===== src/rtl/decode_stage.sv =====
// decode_stage: RV32I decode with 31x32 register file and ID/EX output register.
// Ports: clk, rst_n (async, active-low); pc_i, ir_i from fetch; stall_i, flush_i
// pipeline control; wb_en_i, wb_rd_i, wb_data_i register-file write port;
// valid_o, pc_o, rs1_data_o, rs2_data_o, imm_o, rd_o, alu_op_o, op_class_o,
// illegal_o registered ID/EX bundle.
// Parameter BUBBLE_ON_ZERO: all-zero ir_i decodes as a bubble, not illegal.
// Macro DECODE_WB_BYPASS_EN: same-cycle write-back data forwarded to reads.
module decode_stage #(
    parameter bit BUBBLE_ON_ZERO = 1'b1
) (
    input  logic        clk,
    input  logic        rst_n,
    input  logic [31:0] pc_i,
    input  logic [31:0] ir_i,
    input  logic        stall_i,
    input  logic        flush_i,
    input  logic        wb_en_i,
    input  logic [4:0]  wb_rd_i,
    input  logic [31:0] wb_data_i,
    output logic        valid_o,
    output logic [31:0] pc_o,
    output logic [31:0] rs1_data_o,
    output logic [31:0] rs2_data_o,
    output logic [31:0] imm_o,
    output logic [4:0]  rd_o,
    output logic [3:0]  alu_op_o,
    output logic [2:0]  op_class_o,
    output logic        illegal_o
);

    localparam logic [6:0] OPC_OP    = 7'b0110011;
    localparam logic [6:0] OPC_OPIMM = 7'b0010011;
    localparam logic [6:0] OPC_LOAD  = 7'b0000011;
    localparam logic [6:0] OPC_STORE = 7'b0100011;
    localparam logic [6:0] OPC_BR    = 7'b1100011;
    localparam logic [6:0] OPC_JAL   = 7'b1101111;
    localparam logic [6:0] OPC_JALR  = 7'b1100111;
    localparam logic [6:0] OPC_LUI   = 7'b0110111;
    localparam logic [6:0] OPC_AUIPC = 7'b0010111;

    localparam logic [2:0] CLS_ALU   = 3'd0;
    localparam logic [2:0] CLS_LOAD  = 3'd1;
    localparam logic [2:0] CLS_STORE = 3'd2;
    localparam logic [2:0] CLS_BR    = 3'd3;
    localparam logic [2:0] CLS_JAL   = 3'd4;
    localparam logic [2:0] CLS_JALR  = 3'd5;
    localparam logic [2:0] CLS_LUI   = 3'd6;
    localparam logic [2:0] CLS_AUIPC = 3'd7;

    logic [31:0] rf [1:31];

    logic [6:0]  opcode;
    logic [2:0]  funct3;
    logic [4:0]  rs1_idx;
    logic [4:0]  rs2_idx;
    logic        is_bubble;
    logic [31:0] imm_i;
    logic [31:0] imm_s;
    logic [31:0] imm_b;
    logic [31:0] imm_u;
    logic [31:0] imm_j;
    logic [31:0] rs1_val;
    logic [31:0] rs2_val;

    logic        d_valid;
    logic        d_illegal;
    logic [4:0]  d_rd;
    logic [2:0]  d_class;
    logic [3:0]  d_alu;
    logic [31:0] d_imm;

    assign opcode  = ir_i[6:0];
    assign funct3  = ir_i[14:12];
    assign rs1_idx = ir_i[19:15];
    assign rs2_idx = ir_i[24:20];

    assign is_bubble = BUBBLE_ON_ZERO && (ir_i == 32'b0);

    assign imm_i = {{20{ir_i[31]}}, ir_i[31:20]};
    assign imm_s = {{20{ir_i[31]}}, ir_i[31:25], ir_i[11:7]};
    assign imm_b = {{20{ir_i[31]}}, ir_i[7], ir_i[30:25],
                    ir_i[11:8], 1'b0};
    assign imm_u = {ir_i[31:12], 12'b0};
    assign imm_j = {{12{ir_i[31]}}, ir_i[19:12], ir_i[20],
                    ir_i[30:21], 1'b0};

    // Register file writes are never gated by stall/flush: write-back
    // belongs to an older instruction that has already committed.
    always_ff @(posedge clk or negedge rst_n) begin
        if (!rst_n) begin
            for (int i = 1; i < 32; i++) begin
                rf[i] <= 32'b0;
            end
        end else if (wb_en_i && (wb_rd_i != 5'd0)) begin
            rf[wb_rd_i] <= wb_data_i;
        end
    end

    always_comb begin
        rs1_val = (rs1_idx == 5'd0) ? 32'b0 : rf[rs1_idx];
        rs2_val = (rs2_idx == 5'd0) ? 32'b0 : rf[rs2_idx];
`ifdef DECODE_WB_BYPASS_EN
        if (wb_en_i && (wb_rd_i != 5'd0) && (wb_rd_i == rs1_idx)) begin
            rs1_val = wb_data_i;
        end
        if (wb_en_i && (wb_rd_i != 5'd0) && (wb_rd_i == rs2_idx)) begin
            rs2_val = wb_data_i;
        end
`else
        // Same-cycle reads see the pre-write value; hazard logic
        // upstream is responsible for the write-back gap.
`endif
    end

    always_comb begin
        d_valid   = 1'b1;
        d_illegal = 1'b0;
        d_rd      = ir_i[11:7];
        d_class   = CLS_ALU;
        d_alu     = 4'b0000;
        d_imm     = 32'b0;
        unique case (1'b1)
            is_bubble: begin
                d_valid = 1'b0;
                d_rd    = 5'd0;
            end
            opcode == OPC_OP: begin
                d_alu = {ir_i[30], funct3};
            end
            opcode == OPC_OPIMM: begin
                d_imm = imm_i;
                // ir[30] only selects SRAI vs SRLI among immediates.
                d_alu = (funct3 == 3'b101) ? {ir_i[30], funct3}
                                           : {1'b0, funct3};
            end
            opcode == OPC_LOAD: begin
                d_class = CLS_LOAD;
                d_imm   = imm_i;
            end
            opcode == OPC_STORE: begin
                d_class = CLS_STORE;
                d_imm   = imm_s;
                d_rd    = 5'd0;
            end
            opcode == OPC_BR: begin
                d_class = CLS_BR;
                d_imm   = imm_b;
                d_rd    = 5'd0;
                d_alu   = {1'b0, funct3};
            end
            opcode == OPC_JAL: begin
                d_class = CLS_JAL;
                d_imm   = imm_j;
            end
            opcode == OPC_JALR: begin
                d_class = CLS_JALR;
                d_imm   = imm_i;
            end
            opcode == OPC_LUI: begin
                d_class = CLS_LUI;
                d_imm   = imm_u;
            end
            opcode == OPC_AUIPC: begin
                d_class = CLS_AUIPC;
                d_imm   = imm_u;
            end
            default: begin
                d_illegal = 1'b1;
                d_rd      = 5'd0;
            end
        endcase
    end

    // Flush wins over stall. Data fields are don't-care under flush
    // and simply follow the inputs.
    always_ff @(posedge clk or negedge rst_n) begin
        if (!rst_n) begin
            valid_o    <= 1'b0;
            pc_o       <= 32'b0;
            rs1_data_o <= 32'b0;
            rs2_data_o <= 32'b0;
            imm_o      <= 32'b0;
            rd_o       <= 5'd0;
            alu_op_o   <= 4'b0;
            op_class_o <= 3'd0;
            illegal_o  <= 1'b0;
        end else if (flush_i) begin
            valid_o    <= 1'b0;
            pc_o       <= pc_i;
            rs1_data_o <= rs1_val;
            rs2_data_o <= rs2_val;
            imm_o      <= d_imm;
            rd_o       <= 5'd0;
            alu_op_o   <= 4'b0;
            op_class_o <= 3'd0;
            illegal_o  <= 1'b0;
        end else if (!stall_i) begin
            valid_o    <= d_valid;
            pc_o       <= pc_i;
            rs1_data_o <= rs1_val;
            rs2_data_o <= rs2_val;
            imm_o      <= d_imm;
            rd_o       <= d_rd;
            alu_op_o   <= d_alu;
            op_class_o <= d_class;
            illegal_o  <= d_illegal;
        end
    end

endmodule


===== config.mk =====
export PLATFORM = sky130hd
export DESIGN_NAME = decode_stage
export DESIGN_NICKNAME = d
export VERILOG_FILES = /design/src/rtl/decode_stage.sv
export SDC_FILE = /design/constraint.sdc
export NUM_CORES = 2
export LEC_CHECK = 0
export BUFFER_PORTS_ARGS = -buffer_cell sky130_fd_sc_hd__buf_4
export CAP_MARGIN = 20
export CORE_ASPECT_RATIO = 1.1
export CORE_MARGIN = 1
export CORE_UTILIZATION = 56
export CTS_CLUSTER_DIAMETER = 100
export DETAILED_ROUTE_END_ITERATION = 8
export PLACE_DENSITY = 0.76
export SETUP_SLACK_MARGIN = 0.4
export SYNTH_ARGS = -nofsm -noshare
export SYNTH_HDL_FRONTEND = slang
export SYNTH_SLANG_ARGS = --single-unit

===== constraint.sdc =====
create_clock -name clk -period 1.55 [get_ports clk]
set_input_delay 0.155 -clock clk [delete_from_list [all_inputs] [get_ports clk]]
set_output_delay 0.155 -clock clk [all_outputs]
set_load 0.05 [all_outputs]

=== Word-level counts from Yosys, hierarchy flattened ===
Cells that the tools add are included.

* Reductions and logical operators: 10
* Bitwise gates (word level): 3
* Equality and inequality tests: 11
* Order comparisons: 4
* Multiplexer cells: 36

{| class="wikitable"
|+ Operators with widths
! operator !! count
|-
| $bwmux W992 || 1
|-
| $mux W32 || 15
|-
| $bmux W32 S5 || 2
|-
| $demux W32 S5 || 1
|-
| $pmux W32 S5 || 1
|-
| $logic_not A32 Y1 || 1
|-
| $eq A7 B6 Y1 const B || 3
|-
| $eq A7 B7 Y1 const B || 3
|-
| $pmux W3 S7 || 1
|-
| $ge A6 B6 Y1 const B || 3
|-
| $not A5 Y6 || 3
|-
| $mux W5 || 3
|-
| $eq A7 B5 Y1 const B || 2
|-
| $mux W4 || 3
|-
| $pmux W4 S3 || 1
|-
| $logic_not A5 Y1 || 2
|-
| $reduce_or A10 Y1 || 1
|-
| $eq A7 B2 Y1 const B || 1
|-
| $reduce_or A7 Y1 || 1
|-
| $lt A6 B1 Y1 const B || 1
|-
| $mux W1 || 6
|-
| $mux W3 || 2
|-
| $reduce_bool A5 Y1 || 1
|-
| $eq A3 B3 Y1 const B || 1
|-
| other kinds (4) || 5
|}

* Word-level logic and storage cells: 104
* Input bits: 106
* Register bits: 1,134
* Output and inout bits: 142

=== Longest topological paths before layout ===
* Word-level depth: 7
* Depth in mapped cells: 10
* Depth with buffers taken out: 5

=== Worst setup path after synthesis ===
No wires, ideal clock.

* Kind: in2reg
* From: input port ir_i[21]
* To: register rs2_data_o[15]
* Required time: 1.419 ns
* Slack: -0.482 ns
* Path buffers: 3
* Arrival time: 1.901 ns
* Setup time: 0.131 ns
* Stages on the path: 7
* Cells stage by stage: buf_2 buf_2 clkbuf_1 mux4_2 mux4_2 a211oi_1 a31oi_1

* Longest elaborated chain between the ends: 7
* Elaborated cells between the ends (all ways): 8
* Classes of those cells: mux: 6; bitwise: 1; reduce/logical: 1

{| class="wikitable"
|+ Ends and longest elaborated chain
! what !! RTL line !! source
|-
| start, declared || 14 || <nowiki>input logic [31:0] ir_i,</nowiki>
|-
| $not A5 Y6 (not written as such) || 101 || <nowiki>rs2_val = (rs2_idx == 5'd0) ? 32'b0 : rf[rs2_idx];</nowiki>
|-
| $bmux W32 S5 || 101 ||
|-
| $mux W32 (not written as such) (2 in series) || 101 ||
|-
| $mux W32 * || 101 ||
|-
| $mux W32 || 197 || <nowiki>end else if (!stall_i) begin</nowiki>
|-
| $mux W32 * || 187 || <nowiki>end else if (flush_i) begin</nowiki>
|-
| end signal, assigned || 191 || <nowiki>rs2_data_o <= rs2_val;</nowiki>
|-
| end signal, assigned || 201 || <nowiki>rs2_data_o <= rs2_val;</nowiki>
|-
| end, declared || 23 || <nowiki>output logic [31:0] rs2_data_o,</nowiki>
|}

Every way passes the cells marked *; elsewhere a longest branch is shown, timed or not. The select of a mux whose other input is x is not followed.
A chain may end at the register's enable or synchronous reset.

=== Worst setup path in the final report ===
* From: register rf[700] in the netlist's numbering
* To: register rs2_data_o[28]

* Longest elaborated chain between the ends: 6

{| class="wikitable"
|+ Ends and longest elaborated chain
! what !! RTL line !! source
|-
| start, declared || 50 || <nowiki>logic [31:0] rf [1:31];</nowiki>
|-
| start signal, assigned by index || 95 || <nowiki>rf[wb_rd_i] <= wb_data_i;</nowiki>
|-
| $bmux W32 S5 * || 101 ||
|-
| $mux W32 (not written as such) * (2 in series) || 101 ||
|-
| $mux W32 * || 101 ||
|-
| $mux W32 || 197 ||
|-
| $mux W32 * || 187 ||
|}

Marks and branches as above.

==> report_table.html <==
<table>
<tr><th>Metric</th><th>Value</th></tr>
<tr><th colspan="2">Status</th></tr>
<tr><td>Status</td><td>complete, but fails checks</td></tr>
<tr><td>Violated checks</td><td>setup timing</td></tr>
<tr><th colspan="2">Place</th></tr>
<tr><td>Half-perimeter wire length of the detailed placement result</td><td>130 mm</td></tr>
<tr><td># port buffers</td><td>247</td></tr>
<tr><td>Final weighted congestion in routability-driven placement</td><td>0.918</td></tr>
<tr><td>Area after detailed placement</td><td>69500 sq um</td></tr>
<tr><th colspan="2">Job</th></tr>
<tr><td>Number of max-cap violations</td><td>0</td></tr>
<tr><th colspan="2">STA</th></tr>
<tr><td>Setup clock skew after layout</td><td>0.0282 ns</td></tr>
<tr><td>Fraction of the cycle the final worst path needs</td><td>116%</td></tr>
<tr><td>Actual transition at the worst max-transition pin</td><td>1.16 ns</td></tr>
<tr><td>Final max-slew violation count</td><td>0</td></tr>
<tr><td>Crit path setup slack, layout</td><td>-0.250 ns</td></tr>
<tr><td>Setup repair after global routing missed its margin</td><td>true</td></tr>
<tr><td>Setup-failing EPs final</td><td>61</td></tr>
<tr><td>Final critical-path required period</td><td>1.80 ns</td></tr>
<tr><td>Max-slew headroom at the worst pin</td><td>22.8%</td></tr>
<tr><td>Post-route setup TNS</td><td>-7.08 ns</td></tr>
<tr><td>Highest attainable clock frequency</td><td>556 MHz</td></tr>
<tr><td>Final count of hold timing violations</td><td>0</td></tr>
<tr><th colspan="2">Synth</th></tr>
<tr><td>Gate count of the mapped netlist</td><td>4130</td></tr>
<tr><td>Syn_area_per_cell</td><td>14.2 sq um</td></tr>
<tr><td>Cells taking the most area after synthesis</td><td>dfrtp_1 (48%), mux2_2 (21%), mux4_2 (15%)</td></tr>
<tr><td>Asr flop ratio synth</td><td>100%</td></tr>
<tr><td>Number of warning messages in the yosys log</td><td>0</td></tr>
<tr><td>Cell accounting for the most synthesized area</td><td>dfrtp_1</td></tr>
<tr><td>Top_reg_cell synth</td><td>dfrtp_1</td></tr>
<tr><td>Mapped Area</td><td>58600 sq um</td></tr>
<tr><td>Number of flip-flops and latches in the synthesized netlist</td><td>1134</td></tr>
<tr><td>Synthesized Nets</td><td>4236</td></tr>
<tr><td>Number of flops mapped to enable cells by yosys</td><td>0</td></tr>
<tr><td>Post-synth cell types</td><td>59</td></tr>
<tr><td>Proportion of netlist area held by the largest area contributor</td><td>48.4%</td></tr>
<tr><td>Sequential share of the synthesized area</td><td>48.4%</td></tr>
<tr><th colspan="2">CTS</th></tr>
<tr><td>TritonCTS Buffers</td><td>113</td></tr>
<tr><td>Clock insertion delay at the later pin of the skew report</td><td>0.71 ns</td></tr>
<tr><td>Cell at the root of the clock tree</td><td>clkbuf_16</td></tr>
<tr><td>Max Root-Sink Buffers</td><td>3</td></tr>
<tr><td>Total number of H-tree levels</td><td>3</td></tr>
<tr><td>Register clock-pin slew on the reported worst setup and hold paths</td><td>0.07 ns</td></tr>
<tr><td>Total clock sinks</td><td>1134</td></tr>
<tr><td>Clock tree from TritonCTS</td><td>yes</td></tr>
<tr><th colspan="2">Global route</th></tr>
<tr><td>Global-route wire length before repair</td><td>301 mm</td></tr>
<tr><td>Overflow left after global routing</td><td>0</td></tr>
<tr><td>Pin count of the biggest net entering global routing</td><td>109</td></tr>
<tr><td>Global-route total usage across every layer</td><td>38.0%</td></tr>
<tr><td>Number of antenna violations at the first check in global routing</td><td>13</td></tr>
<tr><td>Number of global-route vias before repair</td><td>46790</td></tr>
<tr><th colspan="2">Pwr</th></tr>
<tr><td>Static leakage</td><td>35.1 nW</td></tr>
<tr><td>Worst supply voltage drop on vdd</td><td>0.956 mV</td></tr>
<tr><td>Power Density</td><td>1220 nW/um^2</td></tr>
<tr><th colspan="2">Floorplanning</th></tr>
<tr><td>Total die area</td><td>106000 sq um</td></tr>
<tr><td>I/O pin total</td><td>248</td></tr>
<tr><td>Starting density of the core</td><td>56.5%</td></tr>
<tr><td>Placement row count</td><td>124</td></tr>
<tr><td>Vertical die dimension</td><td>341 um</td></tr>
<tr><td>Die X</td><td>311 um</td></tr>
<tr><td>Core area</td><td>104000 sq um</td></tr>
<tr><th colspan="2">Cells and area</th></tr>
<tr><td>Final instance area</td><td>77100 sq um</td></tr>
<tr><td>Utilization after layout</td><td>74.3%</td></tr>
<tr><td>Area Overhead vs Synth</td><td>31.6%</td></tr>
<tr><td>Layout cells sized above 1</td><td>59.1%</td></tr>
<tr><td>Commonest non-fill, non-tap cells in the layout</td><td>dfrtp_1 (1100), mux2_2 (880), buf_4 (811), mux4_2 (388), nand2_1 (247)</td></tr>
<tr><td>Nets@finish</td><td>5207</td></tr>
<tr><td>Fill cell count</td><td>5960</td></tr>
<tr><td>Most common library cell in the layout ignoring fill and taps</td><td>dfrtp_1</td></tr>
<tr><th colspan="2">Drt</th></tr>
<tr><td>DR DRC count</td><td>0</td></tr>
<tr><td>Detailed-routing iteration count for the pre-antenna-repair pass</td><td>6</td></tr>
<tr><td>Violation count after the first detailed-route iteration</td><td>5650</td></tr>
<tr><td>Avg WL per Cell</td><td>31.1 um</td></tr>
<tr><td>Mean number of vias per cell</td><td>6.85</td></tr>
<tr><td>Post-route antenna net violation count</td><td>0</td></tr>
<tr><td>Vias after detailed routing</td><td>45146</td></tr>
<tr><td>Routed wire length</td><td>205 mm</td></tr>
<tr><th colspan="2">Critical path</th></tr>
<tr><td>CP endpoint kind</td><td>flop</td></tr>
<tr><td>Type of element launching the critical path</td><td>flop</td></tr>
<tr><td>Worst reg-to-reg setup slack</td><td>-0.25 ns</td></tr>
<tr><td>Startpoint-to-endpoint class of the critical path</td><td>reg2reg</td></tr>
<tr><td>Arrival time at the worst endpoint</td><td>2.39 ns</td></tr>
<tr><td>CP required</td><td>2.14 ns</td></tr>
<tr><td>Critical-path maximum fanout</td><td>2</td></tr>
<tr><th colspan="2">Min path</th></tr>
<tr><td>Worst min-delay path class</td><td>in2reg</td></tr>
</table>
[power breakdown]
group / switching, mW / internal [mW]
combinational: 10.2 / 14.8
sequential: 4.48 / 35.1
clock: 12.1 / 17.1
[metrics by stage]
stage	setup WS, ns	power [mW]	hold WS (ns)	cells
after floorplan	-0.272	52.8	-0.141	4130
after global placement	-0.580	60.9	0.0790	6097
after detailed placement	-0.620	61.9	0.0855	6097
after CTS	-0.222	92.6	-0.0283	6519
after global routing	-0.282	96.7	0.0736	6587
final	-0.250	93.8	0.0598	6592
[repair_timing]
item	CTS	global route
endpoints found under the setup margin	354	231
buffers inserted	119	62
resized for setup	299	74
pin swaps	37	41
endpoints found under the hold margin	2183	0
hold buffers	93	0
[routing by layer]
| layer | global-route usage, % | up-vias | part of all wire, % | routed length, um |
|---|---|---|---|---|
| li1 | - | 17779 | - | - |
| met1 | 49.6 | 23500 | 37 | 75400 |
| met2 | 59.3 | 3046 | 46 | 95100 |
| met3 | 8.59 | 811 | 10 | 21500 |
| met4 | 21.2 | 10 | 6.4 | 13100 |
| met5 | 0.312 | - | 0.041 | 85 |
[layout make-up]
| class | count | area [sq um] | share of cell area, % |
|---|---|---|---|
| clock inverters | 46 | 608 | 0.788 |
| flip-flops and latches | 1134 | 28400 | 36.8 |
| well taps | 1386 | 1730 | 2.25 |
| repair buffers | 1277 | 12800 | 16.6 |
| inverters | 3 | 11.3 | 0.0146 |
| clock buffers | 164 | 3310 | 4.29 |
| multi-input cells | 2572 | 30200 | 39.2 |
| diodes | 10 | 25.0 | 0.0324 |
[critical path, cell delays in order (launching register included)]
cell      delay (ns)
dfrtp_1         0.41
mux4_2          0.48
mux4_2          0.53
a211oi_2        0.21
a31oi_1         0.06
[path summary, 6_finish.rpt]
path / start / to / cells past startpoint
min in group asynchronous: rst_n / rf[10] / 3
setup reg to reg: rf[700] / rs2_data_o[28] / 4
max in group asynchronous: rst_n / rs1_data_o[11] / 4
hold / removal: ir_i[18] / rs1_data_o[11] / 4
hold reg to reg: pc_o[29] / pc_o[29] / 2
setup / recovery: rf[700] / rs2_data_o[28] / 4
[kinds of logic (layout without fill, tap and decap cells)]
family                 count (synthesis)  in the layout  share of synthesized area (%)
buffers and inverters                424           1490                           3.19
flip-flops                          1134           1134                           48.4
multiplexers                        1684           1684                           39.4
AO/OA/AOI/OAI                        435            435                           5.67
other                                  0             10                              0
XOR/XNOR                               1              1                         0.0149
AND/OR/NAND/NOR                      452            452                           3.37
[cell usage after synthesis, drive strengths merged (14+ instances only)]
| master | instances |
|---|---|
| dfrtp | 1134 |
| mux2 | 1094 |
| mux4 | 388 |
| nand2 | 268 |
| clkbuf | 244 |
| mux2i | 202 |
| buf | 177 |
| a22oi | 81 |
| a221oi | 77 |
| nor2 | 59 |
| a211oi | 55 |
| nand3 | 52 |
| a21oi | 40 |
| a22o | 40 |
| a31oi | 31 |
| a221o | 25 |
| o22a | 24 |
| o22ai | 24 |
| o21ai | 20 |
| nor2b | 14 |
| nor3 | 14 |
[flip-flops by register name (all words and copies together), names as in the netlist]
| register | flops |
|---|---|
| alu_op_o | 4 |
| pc_o | 32 |
| op_class_o | 3 |
| rs1_data_o | 32 |
| rs2_data_o | 32 |
| rf | 992 |
| illegal_o | 1 |
| valid_o | 1 |
| rd_o | 5 |
| imm_o | 32 |
Note: power is estimated with default switching activity, not from simulation.
